$ cat config.mk
export PLATFORM = sky130hd
export DESIGN_NAME = relm_div_seq
export DESIGN_NICKNAME = d
export VERILOG_FILES = /design/src/rtl/relm_div_pkg.sv /design/src/rtl/relm_onehot_index.sv /design/src/rtl/relm_div_seq.sv
export SDC_FILE = /design/constraint.sdc
export NUM_CORES = 1
export LEC_CHECK = 0
export BUFFER_PORTS_ARGS = -buffer_cell sky130_fd_sc_hd__buf_4
export CORE_MARGIN = 1.5
export CORE_UTILIZATION = 27
export DETAILED_ROUTE_END_ITERATION = 10
export PLACE_DENSITY_LB_ADDON = 0.25
export SLEW_MARGIN = 20
export SYNTH_ARGS = -nofsm -noshare
export SYNTH_HDL_FRONTEND = slang
export SYNTH_SLANG_ARGS = --single-unit
$ cat constraint.sdc
create_clock -name clk -period 7.6 [get_ports clk]
set_input_delay 1.52 -clock clk [delete_from_list [all_inputs] [get_ports clk]]
set_output_delay 1.52 -clock clk [all_outputs]
set_load 0.005 [all_outputs]
$ cat src/rtl/relm_div_pkg.sv
`default_nettype none
// +----------------------------------------------------------------------------+
// | relm_div_pkg                                                               |
// | Shared types, opcode encodings and default widths for relm_div_seq.        |
// | Revision: 1.0                                                              |
// +----------------------------------------------------------------------------+
package relm_div_pkg;

    localparam int WD_DEF  = 32;
    localparam int WOP_DEF = 5;
    localparam int WC_DEF  = 64;

    typedef enum logic [2:0] {
        ST_IDLE  = 3'd0,
        ST_DIV   = 3'd1,
        ST_SHIFT = 3'd2,
        ST_INIT  = 3'd3,
        ST_LOOP  = 3'd4,
        ST_MOD   = 3'd5,
        ST_DONE  = 3'd6
    } state_t;

    // All divide-family ops share op[2:0]; opb/xsel pick the variant.
    localparam logic [2:0] OP_DIVFAM = 3'b101;
    localparam logic [2:0] OP_NONE   = 3'b000;

    localparam logic [1:0] XSEL_DIV     = 2'b00;
    localparam logic [1:0] XSEL_DIVINIT = 2'b01;
    localparam logic [1:0] XSEL_DIVLOOP = 2'b10;
    localparam logic [1:0] XSEL_DIVMOD  = 2'b11;

endpackage
`default_nettype wire

$ cat src/rtl/relm_onehot_index.sv
`default_nettype none
// +----------------------------------------------------------------------------+
// | relm_onehot_index                                                          |
// | One-hot to binary index encoder; returns 0 for a zero input.               |
// | Revision: 1.0                                                              |
// +----------------------------------------------------------------------------+
module relm_onehot_index #(
    parameter int W = 32
) (
    input  logic [W-1:0]         onehot,
    output logic [$clog2(W)-1:0] index
);

    // Highest set bit wins, so a stray multi-hot input still maps to its msb.
    always_comb begin
        index = '0;
        for (int i = 0; i < W; i++) begin
            if (onehot[i]) begin
                index = ($clog2(W))'(i);
            end
        end
    end

endmodule
`default_nettype wire

$ cat src/rtl/relm_div_seq.sv
`default_nettype none
// +----------------------------------------------------------------------------+
// | relm_div_seq                                                               |
// | Sequences DIV/DIVINIT/DIVLOOP/DIVMOD on the ReLM custom datapath to        |
// | produce quotient and remainder. Macro RELM_DIV_SIGNED_EN adds signed mode. |
// | Revision: 1.0                                                              |
// +----------------------------------------------------------------------------+
module relm_div_seq
    import relm_div_pkg::*;
#(
    parameter int WD  = WD_DEF,
    parameter int WOP = WOP_DEF,
    parameter int WC  = WC_DEF
) (
    input  logic             clk,
    input  logic             rst_n,
    input  logic             req_valid,
    output logic             req_ready,
`ifdef RELM_DIV_SIGNED_EN
    input  logic             req_signed,
`endif
    input  logic [WD-1:0]    req_n,
    input  logic [WD-1:0]    req_d,
    output logic             resp_valid,
    input  logic             resp_ready,
    output logic [WD-1:0]    resp_q,
    output logic [WD-1:0]    resp_r,
    output logic             resp_dz,
    output logic [WOP-1:0]   cu_op,
    output logic             cu_opb,
    output logic [1:0]       cu_xsel,
    output logic [WD-1:0]    cu_a,
    output logic [WD-1:0]    cu_xb,
    output logic [WC+WD-1:0] cu_cb,
    input  logic [WD-1:0]    cu_a_out,
    input  logic [WC+WD-1:0] cu_cb_out
);

    localparam int IW  = $clog2(WD);
    localparam int WCB = WC + WD;
    localparam int HW  = WC / 2;

    state_t          state, state_nx;
    logic [WD-1:0]   a_r, xb_r, q_r, r_r;
    logic [WCB-1:0]  cb_r;
    logic            dz_r;
    logic [2:0]      op_lo;
    logic [WD-1:0]   mag_n, mag_d;
    logic [WD-1:0]   b_word, n_word;
    logic [IW-1:0]   pn, pd, k;
    logic            div_zero, quick;

    // CB layout: {D word, C word, B word}; D holds the running remainder.
    assign b_word   = cb_r[WD-1:0];
    assign n_word   = WD'(cb_r[WCB-1 -: HW]);
    assign k        = pn - pd;
    assign div_zero = (xb_r == '0);
    assign quick    = (a_r == '0) || (pn < pd);

    relm_onehot_index #(.W(WD)) u_idx_n (.onehot(a_r),    .index(pn));
    relm_onehot_index #(.W(WD)) u_idx_d (.onehot(b_word), .index(pd));

`ifdef RELM_DIV_SIGNED_EN
    logic neg_n, neg_d, sgn_n, sgn_d;

    assign sgn_n = req_signed & req_n[WD-1];
    assign sgn_d = req_signed & req_d[WD-1];
    assign mag_n = sgn_n ? -req_n : req_n;
    assign mag_d = sgn_d ? -req_d : req_d;

    always_ff @(posedge clk or negedge rst_n) begin
        if (!rst_n) begin
            neg_n <= 1'b0;
            neg_d <= 1'b0;
        end else if (state == ST_IDLE && req_valid) begin
            neg_n <= sgn_n;
            neg_d <= sgn_d;
        end
    end

    // A zero divisor is never negative, so the dz result (all-ones, |N|)
    // turns into -1/+1 and R=N through the same sign fix-up.
    assign resp_q = (neg_n ^ neg_d) ? -q_r : q_r;
    assign resp_r = neg_n ? -r_r : r_r;
`else
    assign mag_n  = req_n;
    assign mag_d  = req_d;
    assign resp_q = q_r;
    assign resp_r = r_r;
`endif

    assign resp_dz = dz_r;
    assign cu_a    = a_r;
    assign cu_xb   = xb_r;
    assign cu_cb   = cb_r;
    assign cu_op   = WOP'(op_lo);

    always_ff @(posedge clk or negedge rst_n) begin
        if (!rst_n) begin
            state <= ST_IDLE;
        end else begin
            state <= state_nx;
        end
    end

    always_comb begin
        state_nx   = state;
        req_ready  = 1'b0;
        resp_valid = 1'b0;
        op_lo      = OP_NONE;
        cu_opb     = 1'b0;
        cu_xsel    = XSEL_DIV;
        case (state)
            ST_IDLE: begin
                req_ready = 1'b1;
                if (req_valid) state_nx = ST_DIV;
            end
            ST_DIV: begin
                op_lo    = OP_DIVFAM;
                state_nx = ST_SHIFT;
            end
            ST_SHIFT: begin
                state_nx = (div_zero || quick) ? ST_DONE : ST_INIT;
            end
            ST_INIT: begin
                op_lo    = OP_DIVFAM;
                cu_opb   = 1'b1;
                cu_xsel  = XSEL_DIVINIT;
                state_nx = ST_LOOP;
            end
            ST_LOOP: begin
                op_lo   = OP_DIVFAM;
                cu_opb  = 1'b1;
                cu_xsel = XSEL_DIVLOOP;
                if (cu_a_out == '0) state_nx = ST_MOD;
            end
            ST_MOD: begin
                op_lo    = OP_DIVFAM;
                cu_opb   = 1'b1;
                cu_xsel  = XSEL_DIVMOD;
                state_nx = ST_DONE;
            end
            ST_DONE: begin
                resp_valid = 1'b1;
                if (resp_ready) state_nx = ST_IDLE;
            end
            default: state_nx = ST_IDLE;
        endcase
    end

    always_ff @(posedge clk or negedge rst_n) begin
        if (!rst_n) begin
            a_r  <= '0;
            xb_r <= '0;
            cb_r <= '0;
            q_r  <= '0;
            r_r  <= '0;
            dz_r <= 1'b0;
        end else begin
            case (state)
                ST_IDLE: begin
                    if (req_valid) begin
                        a_r  <= mag_n;
                        xb_r <= mag_d;
                        dz_r <= 1'b0;
                    end
                end
                ST_DIV, ST_INIT, ST_LOOP: begin
                    a_r  <= cu_a_out;
                    cb_r <= cu_cb_out;
                end
                ST_SHIFT: begin
                    if (div_zero) begin
                        q_r  <= '1;
                        r_r  <= n_word;
                        dz_r <= 1'b1;
                    end else if (quick) begin
                        q_r <= '0;
                        r_r <= n_word;
                    end else begin
                        a_r <= WD'(1) << k;
                    end
                end
                ST_MOD: begin
                    q_r <= cu_cb_out[WD-1:0];
                    r_r <= cu_a_out;
                end
                default: ;
            endcase
        end
    end

endmodule
`default_nettype wire

After elaboration in Yosys (flattened, before gate mapping)
Index checks and enable logic that the tools add are counted.
{"block": "totals", "input_bits": 196, "word_cells": 125, "register_bits": 228, "output_inout_bits": 235}
{"block": "op_classes", "n_lt_le_gt_ge": 1, "add_sub_neg": 1, "muxes": 85, "n_eq_ne": 13, "shifts": 1, "reduce_logical": 17}
{"op": "32-bit 2-to-1 mux", "n": 7}
{"op": "5-bit 2-to-1 mux", "n": 32}
{"op": "32-bit case mux with 2 select lines", "n": 2}
{"op": "32-bit logical NOT", "n": 3}
{"op": "32-bit case mux with 3 select lines", "n": 1}
{"op": "4-bit 2-to-1 mux", "n": 16}
{"op": "3-bit 2-to-1 mux", "n": 13}
{"op": "1-bit by 5-bit << shifter with 32-bit output, first input constant", "n": 1}
{"op": "3-bit case mux with 7 select lines", "n": 1}
{"op": "2-bit inequality test, second input constant", "n": 6}
{"op": "3-bit equality test, second input constant", "n": 3}
{"op": "2-bit 2-to-1 mux", "n": 4}
{"op": "1-bit 2-to-1 mux", "n": 7}
{"op": "3-bit by 2-bit equality test with 1-bit output, second input constant", "n": 2}
{"op": "2-bit case mux with 3 select lines", "n": 1}
{"op": "3-bit AND reduction", "n": 2}
{"op": "3-bit OR reduction", "n": 2}
{"op": "5-bit less-than comparator", "n": 1}
{"op": "5-bit subtractor", "n": 1}
{"op": "2-bit AND reduction", "n": 2}
{"op": "4-bit AND reduction", "n": 1}
{"op": "2-bit nonzero test", "n": 2}
{"op": "4-bit OR reduction", "n": 1}
{"op": "3-bit by 1-bit equality test with 1-bit output, second input constant", "n": 1}
{"op": "other kinds (5)", "n": 6}

Depth between registers and ports, before layout
Gate-level depths: netlist of run 1.
{"block": "logic_depth", "depth_word": 36, "ltp_mapped": 15, "depth_no_buf": 14}

Modules after synthesis
From an unflattened synthesis of run 1, not the netlist that was laid out.
{"block": "hier_totals", "hier_cells": 1051, "hier_area_um2": 11529.8}
{"module": "relm_div_seq", "cells_per_inst": 931, "seq_area_each_um2": 5705.5, "area_per_inst_um2": 10824.1, "instances": 1}
{"module": "relm_onehot_index", "cells_per_inst": 60, "seq_area_each_um2": 0.0, "area_per_inst_um2": 352.8, "instances": 2}

Worst setup path before layout of run 1
Ideal clock, no wire load.
{"block": "synth_timing", "path_kind": "register -> register", "from": "register cb_r[4], in the netlist cu_cb[4]", "to": "register a_r[29], in the netlist cu_a[29]", "n_path_buf": 1, "setup_time_ns": 0.128, "arrival_ns": 3.213, "setup_slack_ns": 4.259, "stages_incl_launch_ff": 14, "synth_period_minus_slack_ns": 3.341, "t_required_ns": 7.472, "path_cell_list": "dfrtp_1 o31ai_1 a211oi_1 o311ai_0 a211oi_1 o31a_1 ha_1 nor2b_1 o31a_1 o22ai_1 or2_2 o311a_2 buf_6 mux2_1"}
{"block": "synth_between", "elab_chain_len": 33, "elab_cells_between_ends": 37, "cone_classes": "add/sub: 1; order compare: 1; eq/ne: 1; shift: 1; mux: 31; reduce/logical: 2"}
{"item": "start, declared", "line": "relm_div_seq.sv:45", "source": "logic [WCB-1:0] cb_r;"}
{"item": "start signal, assigned", "line": "relm_div_seq.sv:170", "source": "cb_r <= cu_cb_out;"}
{"item": "3-bit 2-to-1 mux (*) (4 in series)", "line": "relm_onehot_index.sv:18", "source": "if (onehot[i]) begin"}
{"item": "4-bit 2-to-1 mux (*) (8 in series)", "line": "relm_onehot_index.sv:18"}
{"item": "5-bit 2-to-1 mux (*) (16 in series)", "line": "relm_onehot_index.sv:18"}
{"item": "5-bit subtractor", "line": "relm_div_seq.sv:56", "source": "assign k = pn - pd;"}
{"item": "1-bit by 5-bit << shifter with 32-bit output", "line": "relm_div_seq.sv:181", "source": "a_r <= WD'(1) << k;"}
{"item": "32-bit 2-to-1 mux", "line": "relm_div_seq.sv:177", "source": "end else if (quick) begin"}
{"item": "32-bit 2-to-1 mux", "line": "relm_div_seq.sv:173", "source": "if (div_zero) begin"}
{"item": "32-bit case mux with 3 select lines", "line": "relm_div_seq.sv:160", "source": "case (state)"}
{"item": "end signal, assigned", "line": "relm_div_seq.sv:163", "source": "a_r <= mag_n;"}
{"item": "end signal, assigned", "line": "relm_div_seq.sv:169", "source": "a_r <= cu_a_out;"}
{"item": "end signal, assigned", "line": "relm_div_seq.sv:181"}
{"item": "end, declared", "line": "relm_div_seq.sv:44", "source": "logic [WD-1:0] a_r, xb_r, q_r, r_r;"}
Mark *: on every way between the ends. The rest lies on a longest branch, timed or not. The select of a mux whose other input is x is not followed.
A chain may end at the register's enable or synchronous reset.

Worst setup path after layout of run 1
{"block": "layout_timing", "from": "register cb_r[4], in the netlist cu_cb[4]", "to": "register a_r[31], in the netlist cu_a[31]"}
The elaborated chain is that of the path after synthesis.

==> results of run 1 <==
## power by group
group	total (mW)	switching (mW)	internal (mW)
sequential	2.42	0.580	1.84
clock	1.26	0.524	0.738
combinational	3.65	1.97	1.68
## sequential cells by signal (all words and copies together) (netlist names)
signal	cells
cu_xb	32
resp_r	32
resp_dz	1
cu_a	32
state	3
resp_q	32
cu_cb	96
## cells in the final DEF, fill, tap and decap left out, types with 3 or more instances in the layout
master     netlist  final
buf_4            4    436
o31a_1           4      4
mux2_2          34     34
nand4_1          5      5
nand3_1         71     71
conb_1           1      3
o21ai_1          5      3
nor4_1          27     27
ha_1             5      5
clkbuf_16        0     27
clkbuf_1        59      5
or3_1            5      5
clkbuf_8         0      6
nor3_1          11     11
o21a_1           4      4
nand2_1        330    329
mux2i_1          8      8
o21ai_0         17     17
dfrtp_1        228    228
nor2_1          94     93
clkinv_2         0      5
nand2b_1         5      5
nor3b_1          3      3
inv_1           14     14
a21oi_1         79     79
mux2_1          30     30
o31ai_1          6      6
o22ai_1         65     65
nor2b_1          6      6
a2111oi_0        3      3
a211oi_1         4      4
## cell usage after synthesis (11+ instances only)
| cell type | number | area share, % |
|---|---|---|
| a21oi_1 | 79 | 3.8 |
| inv_1 | 14 | 0.50 |
| nor4_1 | 27 | 1.6 |
| nor2_1 | 94 | 3.3 |
| mux2_1 | 30 | 3.2 |
| nor3_1 | 11 | 0.52 |
| nand3_1 | 71 | 3.4 |
| o21ai_0 | 17 | 0.81 |
| dfrtp_1 | 228 | 54 |
| mux2_2 | 34 | 3.6 |
| o22ai_1 | 65 | 3.9 |
| nand2_1 | 330 | 12 |
| clkbuf_1 | 59 | 2.1 |
## worst min-delay path by stage
stage	startpoint	to
after floorplan	cu_cb[0]	cu_cb[0]
after global placement	cu_cb[50]	cu_cb[50]
after detailed placement	cu_cb[37]	cu_cb[37]
after CTS	cu_cb[37]	cu_cb[37]
after global routing	cu_cb[44]	cu_cb[44]
final	cu_cb[41]	cu_cb[41]
## per-stage QoR
| step | cell area [um2] | power [mW] | instances | util [%] | setup WS (ns) |
|---|---|---|---|---|---|
| 3_5_place_dp | 14200 | 6.11 | 2045 | 36.9 | 3.33 |
| 3_3_place_gp | 14200 | 6.06 | 2045 | 36.9 | 3.41 |
| 4_1_cts | 15100 | 7.41 | 2090 | 39.1 | 3.31 |
| 6_report | 15100 | 7.33 | 2091 | 39.2 | 3.33 |
| 2_1_floorplan | 10500 | 4.28 | 1163 | - | 4.26 |
| 5_1_grt | 15100 | 7.88 | 2091 | 39.2 | 2.95 |
## layout make-up
type                            count  area, um2
Fill cell                        3989      23500
Sequential cell                   228       5710
Multi-Input combinational cell    846       4510
Timing Repair Buffer              439       3340
Clock buffer                       38        777
Tap cell                          518        648
Clock inverter                      7       63.8
Inverter                           15       56.3
## worst min-delay path, delay by kind of cell, from the launching register on
kind / cells / cell delay (ns)
flip-flops: 1 / 0.34
AND/OR/NAND/NOR: 2 / 0.10
## routing by layer
| metal | up-vias | track usage (%) | routed length [um] |
|---|---|---|---|
| li1 | 4797 | - | - |
| met1 | 4978 | 25.5 | 17000 |
| met2 | 385 | 32.8 | 19600 |
| met3 | 71 | 4.46 | 2830 |
| met4 | 2 | 6.42 | 1290 |
| met5 | - | 0 | 13 |
## kinds of logic (layout without fill, tap and decap cells)
family	Yosys count	count (layout)	synth area share [%]
AOI/OAI and AO/OA	198	198	11.1
adders and majority gates	6	6	0.783
muxes	72	72	7.60
and+or+nand+nor	565	565	22.6
DFF	228	228	54.1
buffers and inverters	89	499	3.55
xor gates and xnor gates	2	2	0.166
other	1	3	0.0356
==> run summary, run 1 <==
Vias in the first global route: 10.1k
Fmax: 0.234 GHz
Required time of the critical path: 8.03 ns
Crit. End Element: flop
GPL Wtd Cong: 0.886
H-tree level count: 1
Total die area: 40,200 um2
Share of cells above drive strength 1: 33.2%
Reg2reg end: cu_a[31]
Worst-Margin Slew: 0.965 ns
Setup bufs post-CTS: 0
Critical Path, Cell by Cell: o31ai_1 -> a211oi_1 -> o311ai_0 -> a211oi_1 -> o31a_1 -> ha_1 -> nor2b_1 -> o31a_1 -> o22ai_1 -> or2_2 -> o311a_2 -> mux2_2
Initial Util: 27.3%
DRT Pass-1 Iters: 5
HPWL after DPL: 29,900 um
Critical Path Stages: 12
Die Wd: 201 um
Relative slew slack: 35.7%
P&R area growth vs syn: 43.2%
First-pass GRT wire length: 62,500 um
Reg-to-reg slack, setup: 3.33 ns
CTS tree: built
Hold-fix buffers at CTS: 0
Synth warnings: 0
Slowest-stage cell, CP: o311a_2
Sequential share of the synthesized area: 54.1%
Pleak: 7.37 nW
Pins over their slew limit: 0
Avg Cell Area, Syn: 9.08 um2
Maximum VDD drop: 0.262 mV
Setup violations, final: 0
Final period util: 56.2%
Final Skew: 0.0200 ns
Setup TNS: 0 ns
GRT Total Usage: 19.8%
Hold Crit Class: flop to flop
Core ar.: 38,600 um2
Antenna violations before repair: 1
Clock slew at reported path FFs: 0.06 ns
Largest net degree at the start of global routing: 125
Global route overflow: 0
Hold Fails Final Rpt: 0
Vias per cell: 4.89
WS Path Type: flop to flop
Synth unique cells: 49
Worst-path maximum fanout: 32
Antenna cells: 0
Ys flop type: dfrtp_1
Min Tclk post-route: 4.27 ns
Outcome: finished clean
Vias: 10.2k
Clock sinks: 228
Nets: 1,759
Initial DRC Count: 575
Clk root buf: clkbuf_16
Post-synth EDFFs: 0
Power per Cell Area: 485 nW/um2
RSZ-0062 raised after global routing: false
Cells after Synth: 1,161
Top delay family on crit path: compound AO/OA/AOI/OAI gates
WHS Path Cells: 2
Max stage delay on crit path: 0.73 ns
MaxCap Viol Count: 0
Worst R2R Path Depth: 12
Startpoint types: flop
Async SR Flop Fraction: 100%
Buf/Inv on CP: 0
CTS resizes: 0
Row Count: 72
I/O Buffers: 427
Worst setup path end: cu_a[31]
Post-DRT Antenna Nets: 0
Crit path arrival time: 4.70 ns
Top Ports: 431
Num CTS Buffers: 27
Post-synthesis cell area: 10,500 um2
Post-synthesis register bit count: 228
Clk_lat worst skew: 0.55 ns
Crit. Startpoint: cu_cb[4]
Worst reg2reg startpoint: cu_cb[4]
Clk buf depth: 3
Wire length per cell: 19.5 um
Die H: 201 um
Total Wirelength: 40,800 um
Hold slack: 0.465 ns
DRC: 0
Note: power is estimated with default switching activity, not from simulation.
==> run 2: changes to the inputs <==
==> constraint.sdc (replaced) <==
create_clock -name clk -period 3.9 [get_ports clk]
set_input_delay 0.78 -clock clk [delete_from_list [all_inputs] [get_ports clk]]
set_output_delay 0.78 -clock clk [all_outputs]
set_load 0.005 [all_outputs]
==> run 2 against run 1 <==
First-iteration DRC count fell by 0.17%. Total power rose by 100%. Cell count rose by 1.3%. Non-clock buffer count rose by 22. Fmax rose by 14%. Largest cell class unchanged. Combinational power rose by 110%. Final area rose by 2.6%. Sequential share of layout area fell by 0.95 points. Via count rose by 0.92%. Highest routed layer unchanged.
==> run summary, run 2 (synthesized netlist as in run 1, its figures left out) <==
Place WS: -0.0304 ns (-3.36 ns)
First-pass GRT wire length: 63,300 um (+1.3%)
Crit. Startpoint: cu_a[2]
Pins over their slew limit: 0 (unchanged)
Initial Util: 27.3% (unchanged)
Worst-path maximum fanout: 19 (-41%)
Cell area after placement: 14,500 um2 (+2.0%)
Power per Cell Area: 966 nW/um2 (+99%)
Num CTS Buffers: 27 (unchanged)
Most used cell, CP: o31ai_1
Worst R2R Path Depth: 14 (+2)
Buf/Inv on CP: 1 (+1)
Clock sinks: 228 (unchanged)
Initial DRC Count: 574 (-0.17%)
DRT Pass-1 Iters: 5 (unchanged)
Final period util: 95.7% (+40 points)
Hold Crit Class: primary input to asynchronous set/reset pin
Met2 usage: 34.4% (+1.6 points)
Die H: 201 um (unchanged)
Setup violations, final: 0 (unchanged)
WS Path Type: flop to flop
Clk_lat worst skew: 0.56 ns (about the same)
P&R area growth vs syn: 47.0%
Largest net degree at the start of global routing: 94 (-25%)
I/O Buffers: 427 (unchanged)
Required time of the critical path: 4.33 ns (-3.70 ns)
DRC: 0 (unchanged)
Placed cell count: 2,066 (+1.0%)
Relative slew slack: 37.1% (+1.4 points)
Final total power: 15.0 mW (+100%)
Startpoint types: flop
Vias in the first global route: 10.4k (+2.3%)
Nets: 1,781 (+1.3%)
Total die area: 40,200 um2 (unchanged)
Non-filler cells in the finished layout: 2,119 (+1.3%)
Critical Path Stages: 14 (+2)
Top delay family on crit path: compound AO/OA/AOI/OAI gates
Antenna violations before repair: 2 (+1)
Reg2reg end: cu_a[24]
Maximum VDD drop: 0.371 mV (+42%)
MaxCap Viol Count: 0 (unchanged)
Outcome: finished clean
Reg-to-reg slack, setup: 0.17 ns (-3.16 ns)
Slowest-stage cell, CP: o311a_2
Total Wirelength: 41,500 um (+1.7%)
Hold Fails Final Rpt: 0 (unchanged)
Hold slack: 0.195 ns (-0.270 ns)
Top Ports: 431 (unchanged)
CTS tree: built
Wire length per cell: 19.6 um (+0.38%)
Row Count: 72 (unchanged)
Met3 Use GR: 4.51% (+0.049 points)
Post-DRT Antenna Nets: 0 (unchanged)
Fill count: 3,973 (-0.40%)
Final instance area: 15,500 um2 (+2.6%)
Routing usage on met1: 25.6% (+0.052 points)
Setup TNS: 0 ns (unchanged)
Most common cell after layout, fill and taps aside: buf_4
GPL Wtd Cong: 0.889 (+0.34%)
Worst setup path end: cu_a[24]
Share of cells above drive strength 1: 34.6% (+1.4 points)
Fmax: 0.268 GHz (+14%)
Core ar.: 38,600 um2 (unchanged)
Global route overflow: 0 (unchanged)
Max stage delay on crit path: 0.40 ns (-0.33 ns)
RSZ-0062 raised after global routing: true
Worst-Margin Slew: 0.942 ns (-0.0233 ns)
Worst reg2reg startpoint: cu_a[2]
GRT Total Usage: 20.2% (+0.38 points)
GRT Max-Usage Layer: met2
Clk root buf: clkbuf_16
Setup ws final: 0.166 ns (-3.16 ns)
Final Skew: 0.0169 ns (-0.00302 ns)
Hold-fix buffers at CTS: 0 (unchanged)
Die Wd: 201 um (unchanged)
Critical Path, Cell by Cell: nor2_1 -> o31ai_1 -> a211oi_1 -> o211ai_1 -> a31oi_1 -> o31ai_1 -> ha_1 -> nor2b_1 -> o31a_1 -> o22ai_1 -> or2_2 -> o311a_2 -> buf_12 -> mux2_1
Vias per cell: 4.87 (-0.41%)
HPWL after DPL: 31,100 um (+3.9%)
Final core occ: 40.2% (+1.0 points)
H-tree level count: 1 (unchanged)
Min Tclk post-route: 3.73 ns (-0.540 ns)
Clk buf depth: 3 (unchanged)
Pleak: 7.54 nW (+2.2%)
Vias: 10.3k (+0.92%)
Crit. End Element: flop
Max reg flops: 96 (unchanged)
Most frequent cells in the layout: buf_4 (449), nand2_1 (329), dfrtp_1 (227), nor2_1 (93), a21oi_1 (79)
Crit path arrival time: 4.16 ns (-0.54 ns)
Clock slew at reported path FFs: 0.06 ns (about the same)
run 2: worst min-delay path by stage:
stage           endpoint  slack [ns]  depth (start not counted)
2_1_floorplan   cu_cb[0]        0.46                          2
3_3_place_gp   cu_cb[53]        0.45                          2
3_5_place_dp   cu_cb[61]        0.46                          2
4_1_cts        cu_xb[12]        0.21                          1
5_1_grt        cu_xb[12]        0.22                          1
6_report       cu_xb[12]        0.19                          1
run 2: what timing repair did:
item                                   in CTS  in global routing
setup buffers                               0                  2
setup endpoints to repair                  13                 32
pin swaps                                   0                  3
endpoints found under the hold margin       0                  0
gates resized for setup                     1                  9
run 2: per-layer routing:
metal	vias to the layer above	wire, um	part of all wire (%)
li1	4842	-	-
met1	5037	17100	41
met2	385	20500	49
met3	61	2880	6.9
met4	2	966	2.3
met5	-	33	0.080
run 2: final cells by class:
cell class,count,area (um2),area share [%]
diodes,1,2.50,0.0162
clock buffers,43,816,5.27
repair buffers,461,3610,23.3
well taps,518,648,4.18
multi-input cells,846,4550,29.4
inverters,15,56.3,0.363
clock inverters,7,103,0.662
flip-flops and latches,228,5710,36.8
run 2: power by group:
| group | internal, mW | leakage [nW] | switching [mW] | total, mW |
|---|---|---|---|---|
| sequential | 3.58 | 2.75 | 1.14 | 4.71 |
| combinational | 3.66 | 4.34 | 3.99 | 7.65 |
| clock | 1.57 | 0.450 | 1.05 | 2.61 |
| total | 8.80 | 7.54 | 6.17 | 15.0 |
==> run 3: changes to the inputs <==
--- a/config.mk
+++ b/config.mk
@@ -6,9 +6,9 @@
 export NUM_CORES = 1
 export LEC_CHECK = 0
 export BUFFER_PORTS_ARGS = -buffer_cell sky130_fd_sc_hd__buf_4
-export CORE_MARGIN = 1.5
-export CORE_UTILIZATION = 27
+export CORE_AREA = 2 2 168 170
 export DETAILED_ROUTE_END_ITERATION = 10
+export DIE_AREA = 0 0 170 172
 export PLACE_DENSITY_LB_ADDON = 0.25
 export SLEW_MARGIN = 20
 export SYNTH_ARGS = -nofsm -noshare
==> run 3 against run 2 <==
Utilization is 15 points higher. Final area shrank 2.6%. Fmax is 1.1% lower. Non-clock buffer count fell by 6. Global-route usage grew 4.3 points. Via count decreased by 0.25%. Worst setup slack worse by 0.040 ns. Routed wire length shrank 8.9%. Largest power group unchanged.
==> run summary, run 3 (synthesized netlist as in run 1, its figures left out) <==
Outcome: finished clean
Fmax: 0.265 GHz (-1.1%)
Setup TNS: 0 ns (unchanged)
Clk_lat worst skew: 0.53 ns (-0.03 ns)
DRT Pass-1 Iters: 8 (+3)
Hold Fails Final Rpt: 0 (unchanged)
Power per Cell Area: 957 nW/um2 (-0.93%)
P&R area growth vs syn: 43.1%
Max reg flops: 96 (unchanged)
Total Wirelength: 37,800 um (-8.9%)
Row Count: 61 (-15%)
GPL Wtd Cong: 0.936 (+5.3%)
HPWL after DPL: 27,800 um (-11%)
Share of cells above drive strength 1: 34.6% (about the same)
Slowest-stage cell, CP: nor4_1
Top delay family on crit path: compound AO/OA/AOI/OAI gates
WS Path Type: flop to flop
Clk buf depth: 3 (unchanged)
H-tree level count: 1 (unchanged)
Vias per cell: 5.32 (+9.2%)
Most frequent cells in the layout: buf_4 (448), nand2_1 (329), dfrtp_1 (228), nor2_1 (93), a21oi_1 (79)
Crit path arrival time: 4.24 ns (+0.08 ns)
Relative slew slack: 36.7% (-0.40 points)
Vias in the first global route: 9,808 (-5.4%)
Final period util: 96.8% (+1.0 points)
Min Tclk post-route: 3.77 ns (+0.0405 ns)
Area of the multi-input gates: 4590 um2 (+0.91%)
Die Wd: 170 um (-15%)
Wire length per cell: 19.5 um (-0.27%)
Num CTS Buffers: 25 (-7.4%)
Hold-fix buffers at CTS: 0 (unchanged)
Buf/Inv on CP: 1 (unchanged)
Setup ws final: 0.125 ns (-0.0405 ns)
CTS tree: built
Maximum VDD drop: 0.528 mV (+42%)
Initial DRC Count: 771 (+34%)
Setup violations, final: 0 (unchanged)
DRC: 0 (unchanged)
Post-DRT Antenna Nets: 0 (unchanged)
Initial Util: 38.4% (+11 points)
Total die area: 29,200 um2 (-27%)
MaxCap Viol Count: 0 (unchanged)
Most used cell, CP: a21oi_1
Hold slack: 0.202 ns (+0.00732 ns)
Clock slew at reported path FFs: 0.06 ns (about the same)
Most common cell after layout, fill and taps aside: buf_4
Required time of the critical path: 4.37 ns (+0.04 ns)
Crit. End Element: flop
Final Skew: 0.0152 ns (-0.00177 ns)
Startpoint types: flop
Largest net degree at the start of global routing: 124 (+32%)
Clock sinks: 228 (unchanged)
Max stage delay on crit path: 0.66 ns (+0.26 ns)
Worst-path maximum fanout: 6 (-13)
Global route overflow: 0 (unchanged)
Register area: 5710 um2 (about the same)
Worst-Margin Slew: 0.948 ns (+0.00612 ns)
Critical Path, Cell by Cell: inv_1 -> a2111oi_0 -> o31ai_1 -> a21oi_1 -> o221ai_1 -> a21oi_1 -> ha_1 -> fa_1 -> nor4_1 -> mux2i_2 -> o22ai_1 -> mux2_1
Pins over their slew limit: 0 (unchanged)
Vias: 10.3k (-0.25%)
Place WS: 0.136 ns (+0.166 ns)
Clk root buf: clkbuf_16
Hold Crit Class: primary input to asynchronous set/reset pin
Nets: 1,774 (-0.39%)
Die H: 172 um (-14%)
Fill count: 2,497 (-37%)
Worst reg2reg startpoint: cu_a[6]
Antenna violations before repair: 0 (-2)
Crit. Startpoint: cu_a[6]
I/O Buffers: 427 (unchanged)
Top Ports: 431 (unchanged)
Antenna cells: 0 (-1)
Core ar.: 27,500 um2 (-29%)
GRT Total Usage: 24.5% (+4.3 points)
Pleak: 7.44 nW (-1.3%)
First-pass GRT wire length: 55,800 um (-12%)
## run 3: final cells by class
class / count / share of cell area (%)
clock buffer: 33 / 4.55
sequential: 228 / 37.8
tap: 346 / 2.87
timing repair buffer: 455 / 23.2
multi-input combinational: 847 / 30.4
clock inverter: 11 / 0.763
inverter: 15 / 0.373
## run 3: final timing paths
kind	end	slack [ns]	cells past startpoint
max in group asynchronous	cu_xb[12]	2.82	2
min reg2reg	cu_cb[45]	0.47	2
min	cu_cb[52]	0.20	1
min in group clk	cu_cb[61]	0.44	3
max	cu_a[3]	0.13	12
max reg2reg	cu_a[3]	0.13	12
## run 3: metrics by stage
step | total power, mW | cell area, um2 | std cells | utilization [%]
global route | 15.4 | 15100 | 1935 | 54.9
global placement | 11.8 | 14200 | 1889 | 51.7
finish | 14.4 | 15100 | 1935 | 54.9
CTS | 14.4 | 15000 | 1933 | 54.6
detailed placement | 12.0 | 14200 | 1889 | 51.7
floorplan | 8.35 | 10500 | 1163 | -
## run 3: timing repair
action	4_1_cts	5_1_grt
setup endpoints to repair	0	75
buffers inserted	0	1
resized for setup	0	14
## run 3: layer usage
layer	part of all wire [%]	up-vias	wire, um	track usage, %
met5	0	-	0	0
met2	48	435	18000	40.6
met4	3.5	0	1340	8.96
met1	41	4968	15400	31.4
li1	-	4814	-	-
met3	8.0	84	3010	5.72
## run 3: where the power goes
part / internal, mW / total, mW / switching, mW
Clock: 1.37 / 2.35 / 0.983
Combinational: 3.51 / 7.40 / 3.89
Sequential: 3.58 / 4.69 / 1.12
Total: 8.45 / 14.4 / 5.99
